[src/rtl/lsq_mem_arbiter_pkg.sv]
// Shared definitions for the LSQ/memory arbiter: bus commands, load-queue
// index width and the layout of one outstanding-load tag entry.
package sys_defs;

  localparam int LQ_IDX_W = 3;
  localparam int TAG_W    = 4;
  localparam int NUM_TAGS = 15;

  typedef enum logic [1:0] {
    BUS_NONE  = 2'd0,
    BUS_LOAD  = 2'd1,
    BUS_STORE = 2'd2
  } bus_cmd_e;

  typedef struct packed {
    logic                busy;
    logic                squashed;
    logic [LQ_IDX_W-1:0] idx;
    logic                thread1;
  } ld_tag_entry_t;

endpackage

[src/rtl/mem_tag_table.sv]
// Outstanding-load tag table: allocates on accepted loads, squashes per thread,
// frees on data return and emits a registered one-cycle completion pulse.
module mem_tag_table
  import sys_defs::*;
(
  input  logic                clock,
  input  logic                reset,
  input  logic                alloc_en_i,
  input  logic [TAG_W-1:0]    alloc_tag_i,
  input  logic [LQ_IDX_W-1:0] alloc_idx_i,
  input  logic                alloc_thread1_i,
  input  logic                squash_t1_i,
  input  logic                squash_t2_i,
  input  logic [TAG_W-1:0]    ret_tag_i,
  input  logic [63:0]         ret_data_i,
  output logic                done_valid_o,
  output logic [LQ_IDX_W-1:0] done_idx_o,
  output logic                done_thread1_o,
  output logic [63:0]         done_data_o,
  output logic                tags_full_o
);

  ld_tag_entry_t       tab_q [1:NUM_TAGS];
  ld_tag_entry_t       tab_d [1:NUM_TAGS];
  logic                done_valid_q, done_valid_d;
  logic [LQ_IDX_W-1:0] done_idx_q, done_idx_d;
  logic                done_thread1_q, done_thread1_d;
  logic [63:0]         done_data_q, done_data_d;
  logic                tags_full_q;
  logic [TAG_W:0]      busy_cnt;
  logic                squash_now;

  always_comb begin
    done_valid_d   = 1'b0;
    done_idx_d     = '0;
    done_thread1_d = 1'b0;
    done_data_d    = '0;
    busy_cnt       = '0;
    squash_now     = 1'b0;
    for (int i = 1; i <= NUM_TAGS; i++) begin
      tab_d[i]   = tab_q[i];
      squash_now = tab_q[i].busy &&
                   ((squash_t1_i && tab_q[i].thread1) || (squash_t2_i && !tab_q[i].thread1));
      if (squash_now) tab_d[i].squashed = 1'b1;
      // A squash arriving in the same cycle as the return still drops the data.
      if (tab_q[i].busy && ret_tag_i == TAG_W'(i)) begin
        tab_d[i].busy     = 1'b0;
        tab_d[i].squashed = 1'b0;
        if (!tab_q[i].squashed && !squash_now) begin
          done_valid_d   = 1'b1;
          done_idx_d     = tab_q[i].idx;
          done_thread1_d = tab_q[i].thread1;
          done_data_d    = ret_data_i;
        end
      end
      if (alloc_en_i && alloc_tag_i == TAG_W'(i)) begin
        tab_d[i] = '{busy: 1'b1, squashed: 1'b0, idx: alloc_idx_i, thread1: alloc_thread1_i};
      end
    end
    for (int i = 1; i <= NUM_TAGS; i++) begin
      busy_cnt = busy_cnt + (TAG_W+1)'(tab_d[i].busy);
    end
  end

  always_ff @(posedge clock) begin
    if (!reset) begin
      for (int i = 1; i <= NUM_TAGS; i++) tab_q[i] <= '0;
      done_valid_q   <= 1'b0;
      done_idx_q     <= '0;
      done_thread1_q <= 1'b0;
      done_data_q    <= '0;
      tags_full_q    <= 1'b0;
    end else begin
      for (int i = 1; i <= NUM_TAGS; i++) tab_q[i] <= tab_d[i];
      done_valid_q   <= done_valid_d;
      done_idx_q     <= done_idx_d;
      done_thread1_q <= done_thread1_d;
      done_data_q    <= done_data_d;
      tags_full_q    <= (busy_cnt == (TAG_W+1)'(NUM_TAGS));
    end
  end

  assign done_valid_o   = done_valid_q;
  assign done_idx_o     = done_idx_q;
  assign done_thread1_o = done_thread1_q;
  assign done_data_o    = done_data_q;
  assign tags_full_o    = tags_full_q;

endmodule

[src/rtl/lsq_mem_arbiter.sv]
// Shares the single data-memory port between two per-thread store queues and
// the load queue, with store round-robin and a starvation override for stores.
module lsq_mem_arbiter
  import sys_defs::*;
#(
  parameter int STARVE_LIMIT = 8
) (
  input  logic                clock,
  input  logic                reset,
  input  logic                sq_t1_valid,
  input  logic [63:0]         sq_t1_addr,
  input  logic [63:0]         sq_t1_data,
  output logic                sq_t1_grant,
  input  logic                sq_t2_valid,
  input  logic [63:0]         sq_t2_addr,
  input  logic [63:0]         sq_t2_data,
  output logic                sq_t2_grant,
  input  logic                lq_valid,
  input  logic [63:0]         lq_addr,
  input  logic [LQ_IDX_W-1:0] lq_idx,
  input  logic                lq_thread1,
  output logic                lq_grant,
  input  logic                thread1_mispredict,
  input  logic                thread2_mispredict,
  output bus_cmd_e            proc2mem_command,
  output logic [63:0]         proc2mem_addr,
  output logic [63:0]         proc2mem_data,
  input  logic [TAG_W-1:0]    mem2proc_response,
  input  logic [TAG_W-1:0]    mem2proc_tag,
  input  logic [63:0]         mem2proc_data,
  output logic                ld_done_valid,
  output logic [LQ_IDX_W-1:0] ld_done_idx,
  output logic                ld_done_thread1,
  output logic [63:0]         ld_done_data,
  output logic                tags_full
);

  localparam int CNT_W = $clog2(STARVE_LIMIT + 1);

  logic [CNT_W-1:0] starve_cnt_q, starve_cnt_d;
  logic             last_st_t1_q, last_st_t1_d;
  logic             any_st, pick_t1, ld_ok, forced, accept, st_granted, ld_alloc;
  bus_cmd_e         sel;

  assign any_st  = sq_t1_valid | sq_t2_valid;
  assign pick_t1 = sq_t1_valid & (~sq_t2_valid | ~last_st_t1_q);
  assign ld_ok   = lq_valid & ~tags_full &
                   ~(lq_thread1 ? thread1_mispredict : thread2_mispredict);
  assign forced  = any_st && (starve_cnt_q == CNT_W'(STARVE_LIMIT));
  assign accept  = (mem2proc_response != '0);

  // Handshake: each requester holds valid and payload steady until its grant;
  // grant = selected && memory accepted (response != 0), same cycle.
  always_comb begin
    sel              = BUS_NONE;
    sq_t1_grant      = 1'b0;
    sq_t2_grant      = 1'b0;
    lq_grant         = 1'b0;
    proc2mem_addr    = '0;
    proc2mem_data    = '0;
    if (!reset)      sel = BUS_NONE;
    else if (forced) sel = BUS_STORE;
    else if (ld_ok)  sel = BUS_LOAD;
    else if (any_st) sel = BUS_STORE;
    case (sel)
      BUS_LOAD: begin
        proc2mem_addr = lq_addr;
        lq_grant      = accept;
      end
      BUS_STORE: begin
        proc2mem_addr = pick_t1 ? sq_t1_addr : sq_t2_addr;
        proc2mem_data = pick_t1 ? sq_t1_data : sq_t2_data;
        sq_t1_grant   = accept & pick_t1;
        sq_t2_grant   = accept & ~pick_t1;
      end
      default: ;
    endcase
    proc2mem_command = sel;
  end

  assign st_granted = sq_t1_grant | sq_t2_grant;
  assign ld_alloc   = lq_grant;

  always_comb begin
    starve_cnt_d = starve_cnt_q;
    if (!any_st || st_granted)                    starve_cnt_d = '0;
    else if (starve_cnt_q != CNT_W'(STARVE_LIMIT)) starve_cnt_d = starve_cnt_q + 1'b1;
    last_st_t1_d = st_granted ? pick_t1 : last_st_t1_q;
  end

  always_ff @(posedge clock) begin
    if (!reset) begin
      starve_cnt_q <= '0;
      last_st_t1_q <= 1'b0;
    end else begin
      starve_cnt_q <= starve_cnt_d;
      last_st_t1_q <= last_st_t1_d;
    end
  end

  mem_tag_table u_tag_table (
    .clock           (clock),
    .reset           (reset),
    .alloc_en_i      (ld_alloc),
    .alloc_tag_i     (mem2proc_response),
    .alloc_idx_i     (lq_idx),
    .alloc_thread1_i (lq_thread1),
    .squash_t1_i     (thread1_mispredict),
    .squash_t2_i     (thread2_mispredict),
    .ret_tag_i       (mem2proc_tag),
    .ret_data_i      (mem2proc_data),
    .done_valid_o    (ld_done_valid),
    .done_idx_o      (ld_done_idx),
    .done_thread1_o  (ld_done_thread1),
    .done_data_o     (ld_done_data),
    .tags_full_o     (tags_full)
  );

endmodule

[config.mk]
export PLATFORM = sky130hd
export DESIGN_NAME = lsq_mem_arbiter
export DESIGN_NICKNAME = d
export VERILOG_FILES = /design/src/rtl/lsq_mem_arbiter_pkg.sv /design/src/rtl/mem_tag_table.sv /design/src/rtl/lsq_mem_arbiter.sv
export SDC_FILE = /design/constraint.sdc
export NUM_CORES = 1
export LEC_CHECK = 0
export ABC_AREA = 0
export CELL_PAD_IN_SITES_DETAIL_PLACEMENT = 2
export CELL_PAD_IN_SITES_GLOBAL_PLACEMENT = 2
export CORE_AREA = 2 2 237 239
export CTS_CLUSTER_SIZE = 24
export DETAILED_ROUTE_END_ITERATION = 12
export DIE_AREA = 0 0 239 241
export GPL_ROUTABILITY_DRIVEN = 0
export HOLD_SLACK_MARGIN = 0.06
export PLACE_DENSITY = 0.77
export SLEW_MARGIN = 20
export SYNTH_ARGS = -nofsm -noshare
export SYNTH_HDL_FRONTEND = slang
export SYNTH_HIERARCHICAL = 1
export SYNTH_SLANG_ARGS = --single-unit
[constraint.sdc]
create_clock -name clock -period 11.7 [get_ports clock]
set_input_delay 2.34 -clock clock [delete_from_list [all_inputs] [get_ports clock]]
set_output_delay 2.34 -clock clock [all_outputs]
set_load 0.03 [all_outputs]
* Yosys cells after proc, flatten, opt, wreduce, memory -nomap -nowiden *
Memory sizes are Yosys's and may differ from the RTL's.
Cells that the tools add are included.

storage, ports and cells
  register bits = 75
  bits in writable memories = 90
  logic and storage cells = 436
  memories = 1

cells by class
  $add $sub $neg = 15
  equality and inequality tests = 35
  muxes and demuxes = 194
  bitwise logic cells = 29
  reductions and logical operators = 155

memories
  memory             depth  width  read ports  clocked after memory_dff  wr ports  line                 source
  u_tag_table.tab_q  15     6      15          0                         15        mem_tag_table.sv:23  ld_tag_entry_t tab_q [1:NUM_TAGS];

operators by type and width
  kind                   count
  $mux W64               33
  $mux W6                30
  $pmux W64 S2           1
  $logic_and A1 B1 Y1    91
  $mux W3                30
  $mux W1                81
  $eq A4 B4 Y1 const B   17
  $add A5 B1 Y5          13
  $logic_not A1 Y1       46
  $mux W2                19
  $eq A4 B3 Y1 const B   8
  $or A1 B1 Y1           18
  $eq A4 B2 Y1 const B   4
  $logic_or A1 B1 Y1     16
  $eq A4 B1 Y1 const B   2
  $not A1 Y1             6
  $and A1 B1 Y1          5
  $eq A5 B4 Y1 const B   1
  $add A4 B1 Y4 const B  1
  $ne A4 B4 Y1 const B   1
  $reduce_bool A4 Y1     1
  $add A1 B1 Y2          1
  $eq A2 B1 Y1 const B   1
  $eq A2 B2 Y1 const B   1
  $reduce_or A2 Y1       1

* Longest topological paths before layout *
An unclocked memory read counts as a cell.

  word-level depth = 37
  mapped depth = 21
  depth with buffers taken out = 20

* Modules after synthesis *
Netlist, hierarchy kept.

modules (own cells, without submodules)
  module           times used  cells an instance  area an instance (sq um)  sequential area each (sq um)
  mem_tag_table    1           670                6,827.8                   3,203.1
  lsq_mem_arbiter  1           471                2,795.2                   100.1

* Worst setup path before layout *
Ideal clock, no wire load.

  kind = input -> register
  start = input port lq_thread1
  end = register u_tag_table.tags_full_q, in the netlist u_tag_table/tags_full_o
  library setup time = 92 ps
  data arrival time = 7,960 ps
  required time = 11,608 ps
  path slack = 3,649 ps
  cell stages on the path = 18
  path buffers = 1
  cells stage by stage = mux2_2 > nor3b_1 > and3_1 > ha_1 > o41a_1 > nand3_1 > or3_1 > clkbuf_1 > a21boi_0 > fa_1 > fa_1 > fa_1 > fa_1 > inv_1 > fa_1 > inv_1 > fa_1 > nor4_1

on the way
  longest elaborated chain between the ends = 25
  elaborated cells on any way between the ends = 53
  those cells by class = 14 x add/sub; 2 x eq/ne; 20 x mux; 2 x bitwise; 15 x reduce/logical

ends and longest elaborated chain
  item                         line                   source
  from (decl)                  lsq_mem_arbiter.sv:21  input logic lq_thread1,
  $mux W1 (*)                  lsq_mem_arbiter.sv:48  ~(lq_thread1 ? thread1_mispredict : thread2_mispredict);
  $not A1 Y1 (*)               lsq_mem_arbiter.sv:48
  $and A1 B1 Y1 (*)            lsq_mem_arbiter.sv:47  assign ld_ok = lq_valid & ~tags_full &
  $mux W2 (*)                  lsq_mem_arbiter.sv:63  else if (ld_ok) sel = BUS_LOAD;
  $mux W2 (*)                  lsq_mem_arbiter.sv:62  else if (forced) sel = BUS_STORE;
  $mux W2 (*)                  lsq_mem_arbiter.sv:61  if (!reset) sel = BUS_NONE;
  via proc2mem_command[0]      lsq_mem_arbiter.sv:25  output bus_cmd_e proc2mem_command,
  $eq A2 B1 Y1 (*)             lsq_mem_arbiter.sv:65  case (sel)
  $mux W1 (*)                  lsq_mem_arbiter.sv:65
  via lq_grant                 lsq_mem_arbiter.sv:22  output logic lq_grant,
  $logic_and A1 B1 Y1          mem_tag_table.sv:56    if (alloc_en_i && alloc_tag_i == TAG_W'(i)) begin
  $mux W6                      mem_tag_table.sv:56
  $add A1 B1 Y2                mem_tag_table.sv:61    busy_cnt = busy_cnt + (TAG_W+1)'(tab_d[i].busy);
  $add A5 B1 Y5 (12 in a row)  mem_tag_table.sv:61
  $add A5 B1 Y5 (*)            mem_tag_table.sv:61
  $eq A5 B4 Y1 (*)             mem_tag_table.sv:79    tags_full_q <= (busy_cnt == (TAG_W+1)'(NUM_TAGS));
  to (signal assigned)         mem_tag_table.sv:79
  to (decl)                    mem_tag_table.sv:29    logic tags_full_q;

Mark *: on every way through the listed nets, which the timed path passes. The rest lies on a longest branch.
A chain may end at the register's enable or synchronous reset.

* Worst setup path after layout *
  start = input port thread1_mispredict
  end = output port proc2mem_addr[32]

on the way
  longest elaborated chain between the ends = 8
  elaborated cells on any way between the ends = 9
  those cells by class = 2 x eq/ne; 5 x mux; 2 x bitwise

ends and longest elaborated chain
  item                                                 line                   source
  from (decl)                                          lsq_mem_arbiter.sv:23  input logic thread1_mispredict,
  $mux W1 (*)                                          lsq_mem_arbiter.sv:48
  $not A1 Y1 (*)                                       lsq_mem_arbiter.sv:48
  $and A1 B1 Y1 (*)                                    lsq_mem_arbiter.sv:47
  $mux W2 (*)                                          lsq_mem_arbiter.sv:63
  $mux W2 (*)                                          lsq_mem_arbiter.sv:62
  $mux W2 (*)                                          lsq_mem_arbiter.sv:61
  $eq A2 B2 Y1 / $eq A2 B1 Y1 (equally long branches)  lsq_mem_arbiter.sv:65
  $pmux W64 S2 (*)                                     lsq_mem_arbiter.sv:65
  to (decl)                                            lsq_mem_arbiter.sv:26  output logic [63:0] proc2mem_addr,

Mark *: on every way between the ends. The rest lies on a longest branch, timed or not.

==> results.json <==
{
  "wirelength_um": 58900,
  "vias_per_cell": 4.49,
  "antenna_found_initial": 21,
  "ctsResizeCount": 0,
  "synth_area_leader_cell": "dfxtp_1",
  "post-route-period-util": 0.802,
  "clk_pin_slew_worst_paths_ns": 0.07,
  "worstReg2RegStart": "starve_cnt_q[0]",
  "synth_top_cell_area_share": 0.343,
  "synth_common_cells": "nand2_1 (210), dfxtp_1 (165), mux2i_1 (124)",
  "drc_errors": 0,
  "synth_area_leaders": "dfxtp_1 (34%), mux2i_1 (13%), nand2_1 (8.2%)",
  "synth_compound_area_frac": 0.160,
  "die_y_um": 241,
  "place_area_um2": 16300,
  "r2r_slack_ns": 5.58,
  "outcome": "finished, final reports clean",
  "stdcell_area_um2": 17000,
  "critPathArrivalTime_ns": 7.04,
  "drv_cap": 0,
  "cp_max_fo": 39,
  "post_cts_buffers": 0,
  "grt_start_max_net_pins": 131,
  "synth.most_common_cell": "nand2_1",
  "crit_start": "thread1_mispredict",
  "cts_sinks": 165,
  "synth_edf_count": 0,
  "synthFlopType": "dfxtp_1",
  "areaGrowthSynthToFinish_pct": 76.5,
  "synth-async-reset-ratio": 0,
  "die_area_um2": 57600,
  "gr-total-overflow": 0,
  "num_vias": 10900,
  "netlist_area_um2": 9620,
  "drtAntennaViolNets": 0,
  "synth_top_family_by_area": "simple AND/OR/NAND/NOR gates",
  "fin_setup_tns_ns": 0,
  "cp_slowest_stage_delay_ns": 0.84,
  "hold_buffers": 0,
  "tightest_slew_ns": 1.11,
  "finalMaxSlewViolations": 0,
  "rsz0062_at_grt": "false",
  "worst_clock_skew_ns": 0.0128,
  "port_buffers": 605,
  "cts_root_buf": "clkbuf_16",
  "initial_utilization": 0.175,
  "setup_ws_ns": 2.32,
  "critical_path.most_common_cell": "clkdlybuf4s50_1",
  "power.internal_mw": 1.16,
  "min_from": "u_tag_table/tab_q[0][86]",
  "dp_hpwl_um": 48100,
  "slowest_stage": "clkdlybuf4s50_1",
  "setup_viol": 0,
  "fin_cells": 2426,
  "grt_pass1_vias": 11700,
  "grt_first_pass_wirelength_um": 81000,
  "cp-end-kind": "output port",
  "synthesis.nets": 1561,
  "ir_drop_v": 0.000104,
  "ys_ff_latch": 165,
  "p_clk_frac": 0.404,
  "fill_cells": 6231,
  "worst_setup_path_start_kind": "input port",
  "p_switching_uw": 437,
  "worstSetupPathType": "input port to output port",
  "htreeDepth": 4,
  "hold_violations": 0,
  "yosysWarningCount": 6,
  "drtIter0Drc": 383,
  "cts_tree": "built",
  "synthMuxAreaShare": 0.143,
  "ios": 606,
  "dr.pass1.iters": 5,
  "slew_headroom": 0.254,
  "p_seq_frac": 0.355,
  "min_period_ns": 9.38,
  "rows": 86,
  "power_switching_share": 0.274,
  "p_comb_frac": 0.241,
  "die_x_um": 239,
  "clock_path_buffers": 2,
  "power_density_nw_per_um2": 93.8,
  "dpl.cell_count": 2394,
  "avgSynthCellArea_um2": 8.43,
  "synthSimpleGateAreaFrac": 0.258,
  "layout-drive-gt1-share": 0.0494,
  "hold_path_class": "flip-flop to flip-flop",
  "ys_seq_area_frac": 0.343,
  "postSynthCellCount": 1141,
  "post-route-util": 0.310,
  "synth_xor_area_frac": 0.00364,
  "core_area_um2": 54900,
  "preCtsSetupSlack_ns": 2.20,
  "synthAdderAreaFrac": 0.0299,
  "max_freq_mhz": 107,
  "wl_per_cell_um": 24.3,
  "required_ns": 9.36,
  "clk_latency_ns": 0.47,
  "nNetsFinal": 2129,
  "track_usage": 0.195,
  "p_leak_nw": 6.13,
  "numCtsBuffers": 17,
  "path_cells": "clkdlybuf4s50_1 > mux2_2 > nor3b_1 > a21oi_1 > ha_2 > nor2b_4 > buf_4 > nand2_1 > o21ai_1 > clkdlybuf4s50_1",
  "ys_types": 62
}
through the flow:
step                      power [mW]  hold slack [ns]
after floorplan                0.726            0.454
after global placement         0.958            0.475
after detailed placement       0.964            0.504
after CTS                       1.62            0.516
after global routing            1.66            0.540
final                           1.59            0.507
cells in the final DEF (no fill, tap or decap), types with 12 or more instances in the layout:
master | synthesis | routed
clkbuf_16 | 0 | 17
clkdlybuf4s50_1 | 0 | 604
inv_1 | 44 | 44
nor2b_1 | 73 | 72
a21boi_0 | 72 | 72
nand2_1 | 210 | 210
o21ai_1 | 49 | 49
a21oi_1 | 26 | 26
and2_1 | 66 | 66
o21ai_0 | 34 | 34
dfxtp_1 | 165 | 165
mux2i_1 | 124 | 124
buf_4 | 15 | 19
mux2_2 | 12 | 12
nor2_1 | 21 | 21
worst max-delay path, delay by kind of cell:
| kind | cells | cell delay (ns) |
|---|---|---|
| AO/OA/AOI/OAI | 2 | 0.36 |
| adder cells (fa/ha/maj) | 1 | 0.35 |
| buffers and inverters | 3 | 1.99 |
| multiplexers | 1 | 0.49 |
| AND/OR/NAND/NOR | 3 | 1.45 |
kinds of logic (layout without fill, tap and decap cells):
logic type,Yosys count,in the layout
and+or+nand+nor,467,467
AOI/OAI and AO/OA,232,232
DFF,165,165
muxes,136,136
buffers and inverters,120,700
adders and majority gates,17,17
xor gates and xnor gates,4,4
other,0,1
power groups by stage:
| stage | combinational [mW] | sequential, mW | clock [mW] |
|---|---|---|---|
| global placement | 0.380 | 0.578 | 0 |
| finish | 0.384 | 0.565 | 0.643 |
| detailed placement | 0.385 | 0.578 | 0 |
| CTS | 0.388 | 0.565 | 0.666 |
| global route | 0.406 | 0.565 | 0.692 |
| floorplan | 0.147 | 0.578 | 0 |
sequential cells by signal (all words and copies together), names as in the netlist:
signal / cells
u_tag_table/tags_full_o: 1
u_tag_table/done_idx_o: 3
u_tag_table/done_valid_o: 1
starve_cnt_q: 4
u_tag_table/tab_q: 90
u_tag_table/done_data_o: 64
u_tag_table/done_thread1_o: 1
last_st_t1_q: 1
routing by layer:
metal | vias up | wire length (um) | global-route usage | share of wire
met4 | 28 | 1950 | 0.0727 | 0.033
met1 | 5255 | 24100 | 0.232 | 0.41
met3 | 86 | 5240 | 0.0748 | 0.089
met2 | 480 | 27500 | 0.320 | 0.47
li1 | 5043 | - | - | -
met5 | - | 171 | 0 | 0.0029
cell type report:
class | instances | area [um2] | share of cell area
clock inverters | 11 | 198 | 0.0116
flip-flops and latches | 165 | 3300 | 0.194
diodes | 1 | 2.50 | 0.000147
inverters | 44 | 165 | 0.00972
clock buffers | 20 | 457 | 0.0269
multi-input cells | 856 | 5770 | 0.339
well taps | 704 | 881 | 0.0519
repair buffers | 625 | 6210 | 0.366
path summary, 6_finish.rpt:
kind / endpoint / cells after the start
worst max-delay path: proc2mem_addr[32] / 10
worst min-delay path: u_tag_table/tab_q[0][86] / 2
worst max register to register: u_tag_table/tags_full_o / 19
worst min register to register: u_tag_table/tab_q[0][86] / 2
(Power assumes the default switching activity.)
==> edit: new RTL, same settings <==
The package constant `TAG_W` goes from 4 to 6.
--- a/src/rtl/lsq_mem_arbiter_pkg.sv
+++ b/src/rtl/lsq_mem_arbiter_pkg.sv
@@ -5,3 +5,3 @@
   localparam int LQ_IDX_W = 3;
-  localparam int TAG_W    = 4;
+  localparam int TAG_W    = 6;
   localparam int NUM_TAGS = 15;
Ports: changed (resized mem2proc_response and mem2proc_tag); port bits go from 606 to 610. The function was not compared with the original's and may differ.
==> edit against the unedited design <==
Combinational power grew 2%; clock skew rose by 0.0054 ns; total power shrank 5.2%; sequential cell count did not move; sequential power hardly changed; count of clock-buffer cells in the layout is 3 lower; maximum frequency rose by 6.7%; sequential share of layout area rose by 0.18 points; worst setup slack gained 0.59 ns; cell area decreased by 0.91%; global-route usage grew 0.55 points; wire length grew 4.2%; area after synthesis shrank 0.27%; largest cell class unchanged; highest routed layer unchanged.
==> edit: results (changes against the unedited design) <==
* Port Buffers at 609 (+0.66%)
* Status: finished, final reports clean
* Top delay family on crit path: buffers and inverters
* H-tree depth at 4 (unchanged)
* Root Buffer: clkbuf_16
* Post-Route WL at 61,400 microns (+4.2%)
* # resized after CTS at 0 (unchanged)
* Max incr delay on CP at 0.84 ns (about the same)
* Post-CTS Repair Setup Buffers at 0 (unchanged)
* Netlist cell types at 66 (+6.5%)
* Worst Path Max Fanout at 55 (+41%)
* Critical-path top delay cell: clkdlybuf4s50_1
* Leakage at 6.46 nW (+5.4%)
* Synth top area cells: dfxtp_1, mux2i_1, nand2_1, and3_1, nor2b_1
* Number of CTS-inserted buffers at 17 (unchanged)
* Post-DP HPWL at 50,000 microns (+3.9%)
* Layout cells sized above 1 at 0.0480 (-0.00139)
* Ys async rst share at 0 (unchanged)
* Commonest cells in the netlist: nand2_1, dfxtp_1, mux2i_1, and3_1, nor2b_1
* Clk buf depth at 2 (unchanged)
* Later-pin clock latency in the skew report at 0.44 ns (-0.03 ns)
* GRT Overall Usage at 0.201 (+0.00550)
* Drt first pass iters at 5 (unchanged)
* Largest net degree at the start of global routing at 129 (-1.5%)
* First-pass GRT wire length at 84,500 microns (+4.3%)
* Initial antenna violation count at 23 (+9.5%)
* Reg clk slew, reported paths at 0.07 ns (about the same)
* Power Internal at 0.00105 W (-9.2%)
* Number of global-route vias before repair at 12,010 (+3.0%)
* 1st-iter DRT viols at 545 (+42%)
* Pre-CTS setup slack at 2.62 ns (+0.420 ns)
* Ys Warns at 6 (unchanged)
* Nets@finish at 2,141 (+0.56%)
* Syn_nets at 1,585 (+1.5%)
* VDD IR max at 0.0936 mV (-9.8%)
* Hold Crit Class: flop to flop
* Grt ovf at 0 (unchanged)
* Arr. time, crit path at 6.46 ns (-0.58 ns)
* Max reg flops at 90 (unchanged)
* Largest register by flop count: u_tag_table/tab_q
* Clock Skews at 0.0182 ns (+0.00544 ns)
* Worst-Margin Slew at 1.12 ns (+0.0104 ns)
* Register area share after synthesis at 0.344 (+0.000940)
* Vias/cell at 4.57 (+1.7%)
[edit: cell types whose count changed after synthesis, moves of 8 or more]
cell	change
buf_4	-12
nor2_1	+14
nand3_1	+10
and2_1	-57
nand2_1	+40
and3_1	+75
a21boi_1	+52
nor2b_1	-8
a21boi_0	-43
clkbuf_1	+13
inv_1	-33
o21ai_0	-13
mux2i_1	-10
[edit: final cells by class]
class | instances | area (sq um)
Fill cell | 6200 | 38000
Timing Repair Buffer | 622 | 6200
Multi-Input combinational cell | 900 | 5820
Sequential cell | 165 | 3300
Tap cell | 704 | 881
Clock buffer | 17 | 425
Clock inverter | 14 | 155
Inverter | 11 | 41.3
Antenna cell | 1 | 2.50
[edit: kinds of logic after synthesis]
kind of cell / synth area share
AND/OR/NAND/NOR: 0.276
AO/OA/AOI/OAI: 0.156
flip-flops: 0.344
multiplexers: 0.138
buffers and inverters: 0.0528
adder cells (fa/ha/maj): 0.0300
XOR/XNOR: 0.00365
[edit: per-stage QoR]
| step | power, W | instances | hold WS, ns | instance area [sq um] |
|---|---|---|---|---|
| floorplan | 0.000726 | 1161 | 0.443 | 9600 |
| global placement | 0.000961 | 2402 | 0.463 | 16200 |
| detailed placement | 0.000966 | 2402 | 0.479 | 16200 |
| CTS | 0.00152 | 2433 | 0.490 | 16800 |
| global route | 0.00157 | 2433 | 0.525 | 16800 |
| finish | 0.00151 | 2434 | 0.485 | 16800 |
[edit: path summary, 6_finish.rpt]
| path | start | endpoint | slack [ns] | cells past startpoint |
|---|---|---|---|---|
| max | thread2_mispredict | proc2mem_addr[50] | 2.90 | 10 |
| min | u_tag_table/tab_q[0][8] | u_tag_table/tab_q[0][8] | 0.48 | 2 |
| max reg2reg | starve_cnt_q[0] | u_tag_table/tags_full_o | 5.59 | 20 |
| min reg2reg | u_tag_table/tab_q[0][8] | u_tag_table/tab_q[0][8] | 0.48 | 2 |
[edit: metal layers]
metal / vias up / GRT usage / wire, microns
met5: - / 0 / 295
met2: 333 / 0.360 / 31000
li1: 5144 / - / -
met3: 85 / 0.0671 / 4710
met1: 5509 / 0.229 / 24100
met4: 44 / 0.0489 / 1310
[edit: power groups by stage]
stage	Combinational, W	Sequential [W]	Clock (W)
global placement	0.000384	0.000576	0
CTS	0.000393	0.000563	0.000569
floorplan	0.000150	0.000576	0
detailed placement	0.000390	0.000577	0
finish	0.000390	0.000563	0.000556
global route	0.000409	0.000563	0.000597
[edit: tightest hold or removal path, cell delays in order, from the launching register on]
cell,delay [ns]
dfxtp_1,0.32
nand2_1,0.05
a21boi_0,0.07
